==> src/rtl/spike_rate_decoder.sv <==
// Spike-train decoder: counts spikes per programmable back-to-back window and
// tracks the latest inter-spike interval, publishing both over valid/ready.
module spike_rate_decoder #(
    parameter int unsigned CNT_W = 8,
    parameter int unsigned WIN_W = 8,
    parameter int unsigned ISI_W = 8
) (
    input  logic             clk,
    input  logic             rst_n,
    input  logic             en,
    input  logic             spike_in,
    input  logic [WIN_W-1:0] window_len,
    output logic [CNT_W-1:0] rate_out,
    output logic [ISI_W-1:0] isi_out,
    output logic             valid,
    input  logic             ready,
    output logic             overrun,
    output logic             sat
);

    localparam logic [CNT_W-1:0] CNT_MAX = '1;
    localparam logic [ISI_W-1:0] ISI_MAX = '1;

    typedef enum logic {
        IDLE,
        COUNT
    } state_e;

    state_e             state_q;
    logic [WIN_W-1:0]   win_len_q;
    logic [WIN_W-1:0]   win_cnt_q;
    logic [CNT_W-1:0]   cnt_q;
    logic               sat_q;
    logic [ISI_W-1:0]   isi_cnt_q;
    logic [ISI_W-1:0]   isi_q;
    logic               armed_q;

    logic [CNT_W-1:0]   cnt_d;
    logic               sat_d;
    logic [ISI_W-1:0]   isi_cnt_d;
    logic [ISI_W-1:0]   isi_d;
    logic [WIN_W-1:0]   win_len_d;
    logic               win_last;
    logic               win_end;

    // Next values of the window accumulator and the free-running ISI tracker
    always_comb begin
        cnt_d     = cnt_q;
        sat_d     = sat_q;
        isi_cnt_d = isi_cnt_q;
        isi_d     = isi_q;
        win_len_d = window_len;
        if (spike_in) begin
            if (cnt_q == CNT_MAX) sat_d = 1'b1;
            else                  cnt_d = cnt_q + CNT_W'(1);
        end
        if (spike_in) begin
            isi_cnt_d = ISI_W'(1);
            if (armed_q) isi_d = isi_cnt_q;
        end else if (isi_cnt_q != ISI_MAX) begin
            isi_cnt_d = isi_cnt_q + ISI_W'(1);
        end
        if (window_len == '0) win_len_d = WIN_W'(1);
        win_last = (win_cnt_q == (win_len_q - WIN_W'(1)));
        win_end  = (state_q == COUNT) && en && win_last;
    end

    always_ff @(posedge clk or negedge rst_n) begin
        if (!rst_n) begin
            state_q   <= IDLE;
            win_len_q <= '0;
            win_cnt_q <= '0;
            cnt_q     <= '0;
            sat_q     <= 1'b0;
            isi_cnt_q <= '0;
            isi_q     <= '0;
            armed_q   <= 1'b0;
            rate_out  <= '0;
            isi_out   <= '0;
            valid     <= 1'b0;
            overrun   <= 1'b0;
            sat       <= 1'b0;
        end else begin
            isi_cnt_q <= isi_cnt_d;
            isi_q     <= isi_d;
            if (spike_in) armed_q <= 1'b1;

            case (state_q)
                IDLE: begin
                    if (en) begin
                        win_len_q <= win_len_d;
                        win_cnt_q <= '0;
                        cnt_q     <= '0;
                        sat_q     <= 1'b0;
                        state_q   <= COUNT;
                    end
                end
                COUNT: begin
                    if (!en) begin
                        state_q <= IDLE;
                    end else if (win_last) begin
                        win_len_q <= win_len_d;
                        win_cnt_q <= '0;
                        cnt_q     <= '0;
                        sat_q     <= 1'b0;
                    end else begin
                        win_cnt_q <= win_cnt_q + WIN_W'(1);
                        cnt_q     <= cnt_d;
                        sat_q     <= sat_d;
                    end
                end
                default: state_q <= IDLE;
            endcase

            // A fresh result wins over a same-edge consume; unconsumed overwrite is sticky
            if (win_end) begin
                rate_out <= cnt_d;
                sat      <= sat_d;
                isi_out  <= isi_d;
                valid    <= 1'b1;
                if (valid && !ready) overrun <= 1'b1;
            end else if (valid && ready) begin
                valid <= 1'b0;
            end
        end
    end

endmodule

==> config.mk <==
export PLATFORM = sky130hd
export DESIGN_NAME = spike_rate_decoder
export DESIGN_NICKNAME = d
export VERILOG_FILES = /design/src/rtl/spike_rate_decoder.sv
export SDC_FILE = /design/constraint.sdc
export NUM_CORES = 1
export LEC_CHECK = 0
export ABC_AREA = 0
export BUFFER_PORTS_ARGS = -buffer_cell sky130_fd_sc_hd__buf_4
export CORE_ASPECT_RATIO = 1.1
export CORE_MARGIN = 2
export CORE_UTILIZATION = 44
export CTS_CLUSTER_SIZE = 28
export DETAILED_ROUTE_END_ITERATION = 8
export MAX_ROUTING_LAYER = met4
export SLEW_MARGIN = 20
export SYNTH_ARGS = -nofsm -noshare
export SYNTH_HDL_FRONTEND = slang
export SYNTH_SLANG_ARGS = --single-unit
==> constraint.sdc <==
create_clock -name clk -period 2.55 [get_ports clk]
set_input_delay 0.255 -clock clk [delete_from_list [all_inputs] [get_ports clk]]
set_output_delay 0.255 -clock clk [all_outputs]
set_load 0.02 [all_outputs]
==> impl_metrics.py, run 1 <==
metrics = {
    "clock_tree": {
        "cts_sinks": 62,
        "cts_tree": "yes",
        "root_buffer": "clkbuf_8",
        "cts.htree.levels": 3,
        "insertion_delay_ns": 0.34,
        "cts_buffer_depth": 2,
        "path_clk_slew_ns": 0.07,
        "numCtsBuffers": 9,
    },
    "worst_setup_path": {
        "rr_startpoint": "win_len_q[1]",
        "r2r-end": "win_len_q[7]",
        "path_max_fanout": 8,
        "end_kind": "flip-flop",
        "critical_path_class": "reg -> reg",
        "rr_worst_depth": 7,
        "critPathRequiredTime_ns": 2.78,
        "regToRegSetupSlack_ns": -0.02,
        "arrival_ns": 2.79,
        "startpoint_type": "flip-flop",
    },
    "finish": {
        "fillers": 608,
        "synthToLayoutAreaGrowth_pct": 24.46,
        "seq_area_um2": 1551,
        "final_layout_size_suffix_gt1_share_pct": 31.67,
        "layout_common_cells": "dfrtp_1 (62), buf_4 (48), nor2_1 (24)",
        "multiInputGateArea_um2": 1528,
        "num-nets-final": 353,
        "final_common_cell": "dfrtp_1",
        "final_cells": 426,
        "antenna_cells": 0,
    },
    "run_status": {
        "violations": "hold timing, setup timing",
        "status": "finished, violations left",
    },
    "sta": {
        "fin_crit_ns": 2.566,
        "finClkSkew_ns": 0.01013,
        "tns_ns": -0.04345,
        "setup_viol": 3,
        "tightest_slew_ns": 0.8020,
        "finalWorstSetupSlack_ns": -0.01565,
        "finalHoldViolCount": 1,
        "hold_slack_ns": -0.002116,
        "max_freq_ghz": 0.3898,
        "slew_headroom_pct": 46.54,
        "timing.final.crit_share_pct": 100.6,
        "rsz0062_at_grt": "yes",
        "maxSlewViolCount": 0,
    },
    "floorplan": {
        "fp.dieW_um": 84.30,
        "die_area_um2": 7783,
        "rows": 32,
        "start_util_pct": 45.05,
        "die_h_um": 92.33,
        "ios": 32,
        "coreArea_um2": 6927,
    },
    "detailed_routing": {
        "drc_errors": 0,
        "detail_route.wl_per_cell_um": 15.34,
        "drtIter0Drc": 97,
        "drtPass1Iterations": 4,
        "vias": 2295,
        "wl_mm": 6.534,
        "vias_per_cell": 5.387,
        "ant_nets": 0,
    },
    "global_route": {
        "grt.total_usage_pct": 18.80,
        "overflow": 0,
        "grt_pass1_wl_mm": 11.16,
        "grt_pass1_vias": 2298,
        "antenna_found_initial": 0,
        "grt_max_degree": 63,
    },
    "logic_synthesis": {
        "avgSynthCellArea_um2": 10.91,
        "ys.flop_type": "dfrtp_1",
        "synth_cell_types": 50,
        "syn_inst": 286,
        "synth_seq_cells": 62,
        "syn_nets": 303,
        "ys_seq_area_share_pct": 49.72,
        "async_reset_ff_share_pct": 100.0,
        "synth_edf_count": 0,
        "syn-cell-area_um2": 3120,
        "yosysWarnings": 0,
    },
    "power": {
        "max-vdd-ir-drop_uv": 347.9,
        "p_int_mw": 1.841,
        "p_sw_mw": 0.6542,
        "sw_frac_of_total_pct": 26.22,
        "seq_power_share_pct": 44.4,
        "p_comb_share_pct": 15.8,
        "leakagePower_nw": 1.773,
        "power.clock.fraction_pct": 39.9,
        "power.density_nw_per_um2": 642.5,
    },
    "place": {
        "io_buffers": 31,
        "gp_congestion": 0.7370,
        "placedCellCount": 407,
        "dp_hpwl_mm": 4.397,
    },
    "hold_path": {
        "hp-class": "in -> async",
    },
    "run": {
        "drv_cap": 0,
    },
}
==> critical path, cell delays in order, from the launching register on <==
cell and delay (ns):
dfrtp_1 0.39, or4_4 0.54, or3_4 0.35, a211oi_4 0.28, o2111ai_4 0.20, a21oi_4 0.20, buf_12 0.15, mux2_2 0.32
==> registers in the layout (all words and copies together) (netlist names), 8 cells and up <==
name	flops
cnt_q	8
isi_cnt_q	8
isi_out	8
isi_q	8
rate_out	8
win_cnt_q	8
win_len_q	8
==> power groups by stage <==
stage	Sequential, mW	Combinational [mW]	Clock (mW)
final	1.11	0.393	0.995
after global routing	1.12	0.431	1.08
after floorplan	1.12	0.218	0
after global placement	1.12	0.357	0
after detailed placement	1.12	0.363	0
after CTS	1.11	0.372	1.03
==> final cells by class <==
cell class | instances | share of cell area (%)
clock inverter | 5 | 2.094
inverter | 12 | 1.160
sequential | 62 | 39.95
multi-input combinational | 200 | 39.34
tap | 85 | 2.738
clock buffer | 11 | 3.898
timing repair buffer | 51 | 10.82
==> cell usage after synthesis, types with 3 or more instances <==
cell	count	area share, %
a21oi_1	4	0.64
a31oi_1	4	0.80
and3_1	6	1.2
clkbuf_1	10	1.2
dfrtp_1	62	50
ha_1	4	1.6
inv_1	12	1.4
mux2_2	21	7.6
mux2_4	8	3.8
mux2i_1	5	1.6
nand2_1	23	2.8
nand3_1	14	2.2
nand4_1	9	1.8
nor2_1	24	2.9
nor2b_1	3	0.60
nor3_1	5	0.80
nor4_1	3	0.60
o21ai_0	11	1.8
o22ai_1	3	0.60
xnor2_1	12	3.4
xor2_1	8	2.2
==> stage by stage <==
stage                     cell area, um2  worst slack, ns  hold WS [ns]  total power [mW]  utilization, %
after global routing                3884         -0.06005       0.04594             2.625           56.07
after global placement              3556       -0.0001987        0.3948             1.479           51.34
final                               3884         -0.01565     -0.002116             2.495           56.07
after CTS                           3837         -0.02905       0.02274             2.506           55.40
after floorplan                     3120         -0.01309      -0.04059             1.342               -
after detailed placement            3556         -0.03752        0.3995             1.487           51.34
==> cell families (layout without fill, tap and decap cells) <==
group	Yosys count	after routing	share of synthesized area [%]
buffers and inverters	24	79	3.649
and+or+nand+nor	98	98	15.72
muxes	35	35	13.39
DFF	62	62	49.72
AOI/OAI and AO/OA	43	43	10.30
adders and majority gates	4	4	1.604
xor gates and xnor gates	20	20	5.614
==> repair_timing <==
item,CTS,global route
cloned,0,0
hold buffers,0,0
resized for setup,9,7
pin swaps,0,0
endpoints found under the setup margin,21,29
buffers inserted,2,1
==> worst max path at each step <==
stage,startpoint,endpoint,depth (start not counted)
after floorplan,win_len_q[2],isi_out[0],7
after global placement,win_len_q[1],win_len_q[1],7
after detailed placement,win_len_q[1],win_len_q[1],7
after CTS,win_len_q[1],win_len_q[7],7
after global routing,win_len_q[1],win_len_q[4],7
final,win_len_q[1],win_len_q[7],7
==> layer usage <==
| layer | track usage (%) | vias to the layer above | share of wire, % |
|---|---|---|---|
| li1 | - | 1117 | - |
| met1 | 24.55 | 1142 | 49 |
| met2 | 28.31 | 29 | 47 |
| met3 | 4.724 | 7 | 3.2 |
| met4 | 7.392 | 0 | 1.3 |
| met5 | - | - | 0 |
Power figures use the tool's default switching activity.
==> run 2, diff against run 1 <==
--- a/config.mk
+++ b/config.mk
@@ -12,7 +12,6 @@
 export CORE_UTILIZATION = 44
 export CTS_CLUSTER_SIZE = 28
 export DETAILED_ROUTE_END_ITERATION = 8
-export MAX_ROUTING_LAYER = met4
 export SLEW_MARGIN = 20
 export SYNTH_ARGS = -nofsm -noshare
 export SYNTH_HDL_FRONTEND = slang
==> impl_metrics.py, run 2 (synthesized netlist as in run 1, its figures left out) <==
metrics = {
    "sta": {
        "finalWorstSetupSlack_ns": -0.01557,
        "tightest_slew_ns": 0.8018,
        "rsz0062_at_grt": "yes",
        "maxSlewViolCount": 0,
        "max_freq_ghz": 0.3898,
        "slew_headroom_pct": 46.55,
        "finalHoldViolCount": 3,
        "hold_slack_ns": -0.003679,
        "fin_crit_ns": 2.566,
        "setup_viol": 3,
        "timing.final.crit_share_pct": 100.6,
        "finClkSkew_ns": 0.01013,
    },
    "floorplan": {
        "rows": 32,
        "die_area_um2": 7783,
        "coreArea_um2": 6927,
        "fp.dieW_um": 84.30,
        "start_util_pct": 45.05,
        "die_h_um": 92.33,
        "ios": 32,
    },
    "finish": {
        "post-route-util_pct": 56.07,
        "final_cell_area_um2": 3884,
        "synthToLayoutAreaGrowth_pct": 24.46,
        "final_layout_size_suffix_gt1_share_pct": 31.67,
        "antenna_cells": 0,
        "final_common_cell": "dfrtp_1",
        "layout_common_cells": "dfrtp_1 (62), buf_4 (48), nor2_1 (24)",
        "num-nets-final": 353,
    },
    "detailed_routing": {
        "ant_nets": 0,
        "drtIter0Drc": 99,
        "detail_route.wl_per_cell_um": 15.32,
        "drtPass1Iterations": 4,
        "met3_length_um": 212,
        "vias": 2295,
        "drc_errors": 0,
        "vias_per_cell": 5.387,
        "highest_layer": "met4",
        "drt-met1-wl_mm": 3.180,
        "wl_met2_mm": 3.028,
        "wl_mm": 6.526,
    },
    "worst_setup_path": {
        "crit_start": "win_len_q[1]",
        "end_kind": "flip-flop",
        "crit_chain": "or4_4 > or3_4 > a211oi_4 > o2111ai_4 > a21oi_4 > buf_12 > mux2_2",
        "startpoint_type": "flip-flop",
        "crit_path_top_delay_cell": "or4_4",
        "arrival_ns": 2.80,
        "critical_path_class": "reg -> reg",
        "critical_path_buf_inv_count": 1,
        "critPathRequiredTime_ns": 2.78,
        "path_max_fanout": 8,
        "cpPeakStageDelay_ns": 0.54,
        "cp_top_family": "simple AND/OR/NAND/NOR gates",
        "rr_startpoint": "win_len_q[1]",
    },
    "global_route": {
        "antenna_found_initial": 0,
        "grt_pass1_wl_mm": 11.16,
        "overflow": 0,
        "grt.total_usage_pct": 18.28,
        "grt_max_degree": 63,
        "grt_pass1_vias": 2301,
    },
    "clock_tree": {
        "cts_buffer_depth": 2,
        "cts_hold_buf": 0,
        "cts.htree.levels": 3,
        "cts_sinks": 62,
        "root_buffer": "clkbuf_8",
        "insertion_delay_ns": 0.34,
        "cts_tree": "yes",
        "numCtsBuffers": 9,
        "path_clk_slew_ns": 0.07,
    },
    "place": {
        "dp_hpwl_mm": 4.397,
        "gp_congestion": 0.7283,
        "io_buffers": 31,
        "dpl_cell_area_um2": 3556,
    },
    "hold_path": {
        "hp-class": "in -> async",
    },
    "run_status": {
        "violations": "hold timing, setup timing",
        "status": "finished, violations left",
    },
    "power": {
        "power.total_mw": 2.497,
        "leakagePower_nw": 1.773,
        "max-vdd-ir-drop_uv": 348.7,
        "power.density_nw_per_um2": 642.8,
    },
    "run": {
        "drv_cap": 0,
    },
}
==> run 2: where the power goes <==
group | internal, mW | total, mW | switching, mW
Combinational | 0.194 | 0.393 | 0.199
Clock | 0.603 | 0.997 | 0.393
Sequential | 1.04 | 1.11 | 0.0639
==> run 2: final timing paths <==
path / to / slack [ns] / cells past startpoint
max in group asynchronous: rate_out[1] / 2.02 / 1
hold / removal: isi_q[5] / -0.004 / 1
setup / recovery: win_len_q[7] / -0.02 / 7
min in group clk: win_len_q[4] / 0.15 / 2
hold reg to reg: armed_q / 0.47 / 1
setup reg to reg: win_len_q[7] / -0.02 / 7
==> run 2: worst register-to-register path: stages, from the launching register on <==
cell and delay [ns]:
dfrtp_1 0.39, or4_4 0.54, or3_4 0.35, a211oi_4 0.28, o2111ai_4 0.20, a21oi_4 0.20, buf_12 0.15, mux2_2 0.33
==> run 2: timing repair <==
| item | CTS | global route |
|---|---|---|
| resized for setup | 9 | 7 |
| setup endpoints to repair | 21 | 29 |
| buffers inserted | 2 | 1 |
| pin swaps | 0 | 0 |
==> run 2: routing by layer <==
layer / vias up / track usage, %
met5: - / 0
met1: 1140 / 24.55
li1: 1116 / -
met3: 10 / 4.724
met4: 0 / 7.392
met2: 29 / 28.31
==> run 2: final cells by class <==
cell class	instances	area, um2
clock buffer	11	151.4
clock inverter	5	81.33
fill	608	3043
inverter	12	45.04
multi-input combinational	200	1528
sequential	62	1551
tap	85	106.4
timing repair buffer	51	420.4
==> run 2: metrics by stage <==
stage	worst slack, ns	std cells	hold slack, ns	TNS, ns
after detailed placement	-0.03752	407	0.3995	-0.3070
after floorplan	-0.01309	286	-0.04059	-0.1047
after global routing	-0.06005	426	0.04591	-0.9077
after global placement	-0.0001987	407	0.3948	-0.0001987
after CTS	-0.02905	425	0.02274	-0.2204
final	-0.01557	426	-0.003679	-0.04322
==> run 3, diff against run 2 <==
--- a/config.mk
+++ b/config.mk
@@ -5,7 +5,7 @@
 export SDC_FILE = /design/constraint.sdc
 export NUM_CORES = 1
 export LEC_CHECK = 0
-export ABC_AREA = 0
+export ABC_AREA = 1
 export BUFFER_PORTS_ARGS = -buffer_cell sky130_fd_sc_hd__buf_4
 export CORE_ASPECT_RATIO = 1.1
 export CORE_MARGIN = 2
==> impl_metrics.py, run 3 <==
metrics = {
    "clock_tree": {
        "cts-resized-gates": 0,
        "cts_sinks": 62,
        "path_clk_slew_ns": 0.07,
        "root_buffer": "clkbuf_8",
        "cts_hold_buf": 0,
        "cts_buffer_depth": 2,
        "cts_tree": "yes",
        "cts.htree.levels": 3,
        "post_cts_buffers": 0,
        "numCtsBuffers": 9,
        "insertion_delay_ns": 0.34,
    },
    "sta": {
        "finClkSkew_ns": 0.008845,
        "hold_slack_ns": -0.003359,
        "timing.final.crit_share_pct": 83.29,
        "tns_ns": 0,
        "rsz0062_at_grt": "no",
        "setup_viol": 0,
        "fin_crit_ns": 2.124,
        "max_freq_ghz": 0.4708,
        "maxSlewViolCount": 0,
        "tightest_slew_ns": 0.7826,
        "finalHoldViolCount": 1,
        "slew_headroom_pct": 47.83,
    },
    "logic_synthesis": {
        "synth_top_area_share_pct": 50.76,
        "syn_inst": 368,
        "ys_seq_area_share_pct": 50.76,
        "yosys.area.top_type": "dfrtp_1",
        "yosysWarnings": 0,
        "synth_cell_types": 36,
        "ys_top_cells_by_area": "dfrtp_1 (51%), nand2_1 (15%), nand3_1 (4.9%)",
        "avgSynthCellArea_um2": 8.306,
        "ys.flop_type": "dfrtp_1",
        "synth_most_common_cell": "nand2_1",
        "synth_edf_count": 0,
        "synth_seq_cells": 62,
        "syn-cell-area_um2": 3057,
        "syn_nets": 385,
        "yosys-top-cells-count": "nand2_1 (121), dfrtp_1 (62), inv_1 (34)",
        "async_reset_ff_share_pct": 100.0,
    },
    "floorplan": {
        "start_util_pct": 45.82,
        "rows": 31,
        "ios": 32,
        "fp.dieW_um": 83.47,
        "die_h_um": 91.42,
        "coreArea_um2": 6671,
        "die_area_um2": 7630,
    },
    "place": {
        "gp_congestion": 0.9232,
        "placedCellCount": 472,
        "dp_hpwl_mm": 4.466,
        "io_buffers": 31,
    },
    "worst_setup_path": {
        "arrival_ns": 2.40,
        "end_kind": "flip-flop",
        "startpoint_type": "flip-flop",
        "rr_startpoint": "win_len_q[0]",
        "rr_worst_depth": 13,
        "critical_path_class": "reg -> reg",
        "crit_start": "win_len_q[0]",
        "path_max_fanout": 24,
        "regToRegSetupSlack_ns": 0.43,
        "endpoint": "rate_out[1]",
        "r2r-end": "rate_out[1]",
        "critPathRequiredTime_ns": 2.83,
    },
    "global_route": {
        "overflow": 0,
        "grt.total_usage_pct": 17.86,
        "antenna_found_initial": 0,
        "grt_max_degree": 63,
        "grt_pass1_wl_mm": 10.67,
        "grt_pass1_vias": 2227,
    },
    "finish": {
        "synthToLayoutAreaGrowth_pct": 15.80,
        "antenna_cells": 0,
        "final_cells": 488,
        "final_layout_size_suffix_gt1_share_pct": 16.75,
        "fillers": 628,
        "num-nets-final": 418,
        "final_common_cell": "nand2_1",
        "layout_common_cells": "nand2_1 (121), dfrtp_1 (62), inv_1 (34)",
    },
    "detailed_routing": {
        "drtPass1Iterations": 4,
        "drc_errors": 0,
        "drtIter0Drc": 123,
        "ant_nets": 0,
        "vias": 2444,
        "vias_per_cell": 5.008,
        "detail_route.wl_per_cell_um": 12.84,
        "wl_mm": 6.267,
    },
    "hold_path": {
        "hp-class": "in -> async",
    },
    "power": {
        "power.density_nw_per_um2": 665.4,
        "max-vdd-ir-drop_uv": 334.8,
        "leakagePower_nw": 1.825,
    },
    "run_status": {
        "violations": "hold timing",
        "status": "finished, violations left",
    },
    "run": {
        "drv_cap": 0,
    },
}
[run 3: cell count changes after synthesis, moves of 7 or more]
cell | before | now
inv_1 | 12 | 34
xnor2_1 | 12 | 5
nand3_1 | 14 | 30
o21ai_0 | 11 | 19
mux2_4 | 8 | 0
nand4_1 | 9 | 1
clkbuf_1 | 10 | 3
nand2_1 | 23 | 121
mux2_2 | 21 | 3
[run 3: routing by layer]
layer / GRT usage, % / vias up / wire length (um)
li1: - / 1243 / -
met1: 24.04 / 1147 / 2991
met2: 27.15 / 43 / 2911
met3: 3.818 / 11 / 215
met4: 9.274 / 0 / 148
met5: 0 / - / 0
[run 3: cells by family (layout without fill, tap and decap cells)]
| family | count (synthesis) | count (layout) | synth area share, % |
|---|---|---|---|
| AO/OA/AOI/OAI | 43 | 43 | 7.941 |
| flip-flops | 62 | 62 | 50.76 |
| multiplexers | 3 | 3 | 1.105 |
| buffers and inverters | 47 | 85 | 6.426 |
| AND/OR/NAND/NOR | 197 | 197 | 28.69 |
| adder cells (fa/ha/maj) | 4 | 4 | 1.637 |
| XOR/XNOR | 12 | 12 | 3.438 |
[run 3: per-stage QoR]
stage	worst slack [ns]	power, mW	instance area (um2)	hold slack (ns)	util [%]
CTS	0.3813	2.390	3540	0.02317	53.06
global route	0.1978	2.487	3540	0.07764	53.06
global placement	0.4069	1.503	3338	0.3895	50.04
finish	0.4261	2.355	3540	-0.003359	53.06
detailed placement	0.3880	1.503	3338	0.3962	50.04
floorplan	0.7714	1.380	3057	-0.04059	-
[run 3: worst min path at each step]
stage | startpoint | to | slack [ns]
4_1_cts | rst_n | rate_out[7] | 0.02
6_report | rst_n | isi_q[4] | -0.003
5_1_grt | rst_n | rate_out[6] | 0.08
2_1_floorplan | rst_n | armed_q | -0.04
3_5_place_dp | rst_n | isi_q[4] | 0.40
3_3_place_gp | rst_n | isi_out[4] | 0.39
[run 3: layout make-up]
type / count / area, um2 / share of cell area, %
tap: 82 / 102.6 / 2.899
timing repair buffer: 31 / 232.7 / 6.575
clock buffer: 13 / 158.9 / 4.489
inverter: 38 / 142.6 / 4.030
multi-input combinational: 259 / 1309 / 36.97
sequential: 62 / 1551 / 43.83
clock inverter: 3 / 42.54 / 1.202
[run 3: power breakdown]
group	switching, mW	leakage [nW]	internal, mW	total (mW)
Combinational	0.235	0.895	0.136	0.370
Sequential	0.0627	0.831	1.05	1.11
Clock	0.369	0.0996	0.504	0.873
[run 3: worst max-delay path, stage by stage, from the launching register on]
cell and delay (ns):
dfrtp_1 0.38, inv_2 0.07, ha_1 0.31, nand2_1 0.07
inv_1 0.03, nor2_1 0.07, nand2_1 0.05, nor2_1 0.12
nand3_2 0.09, nor2_4 0.16, nand3_4 0.27, inv_2 0.28
nand2_1 0.09, nand2_1 0.06
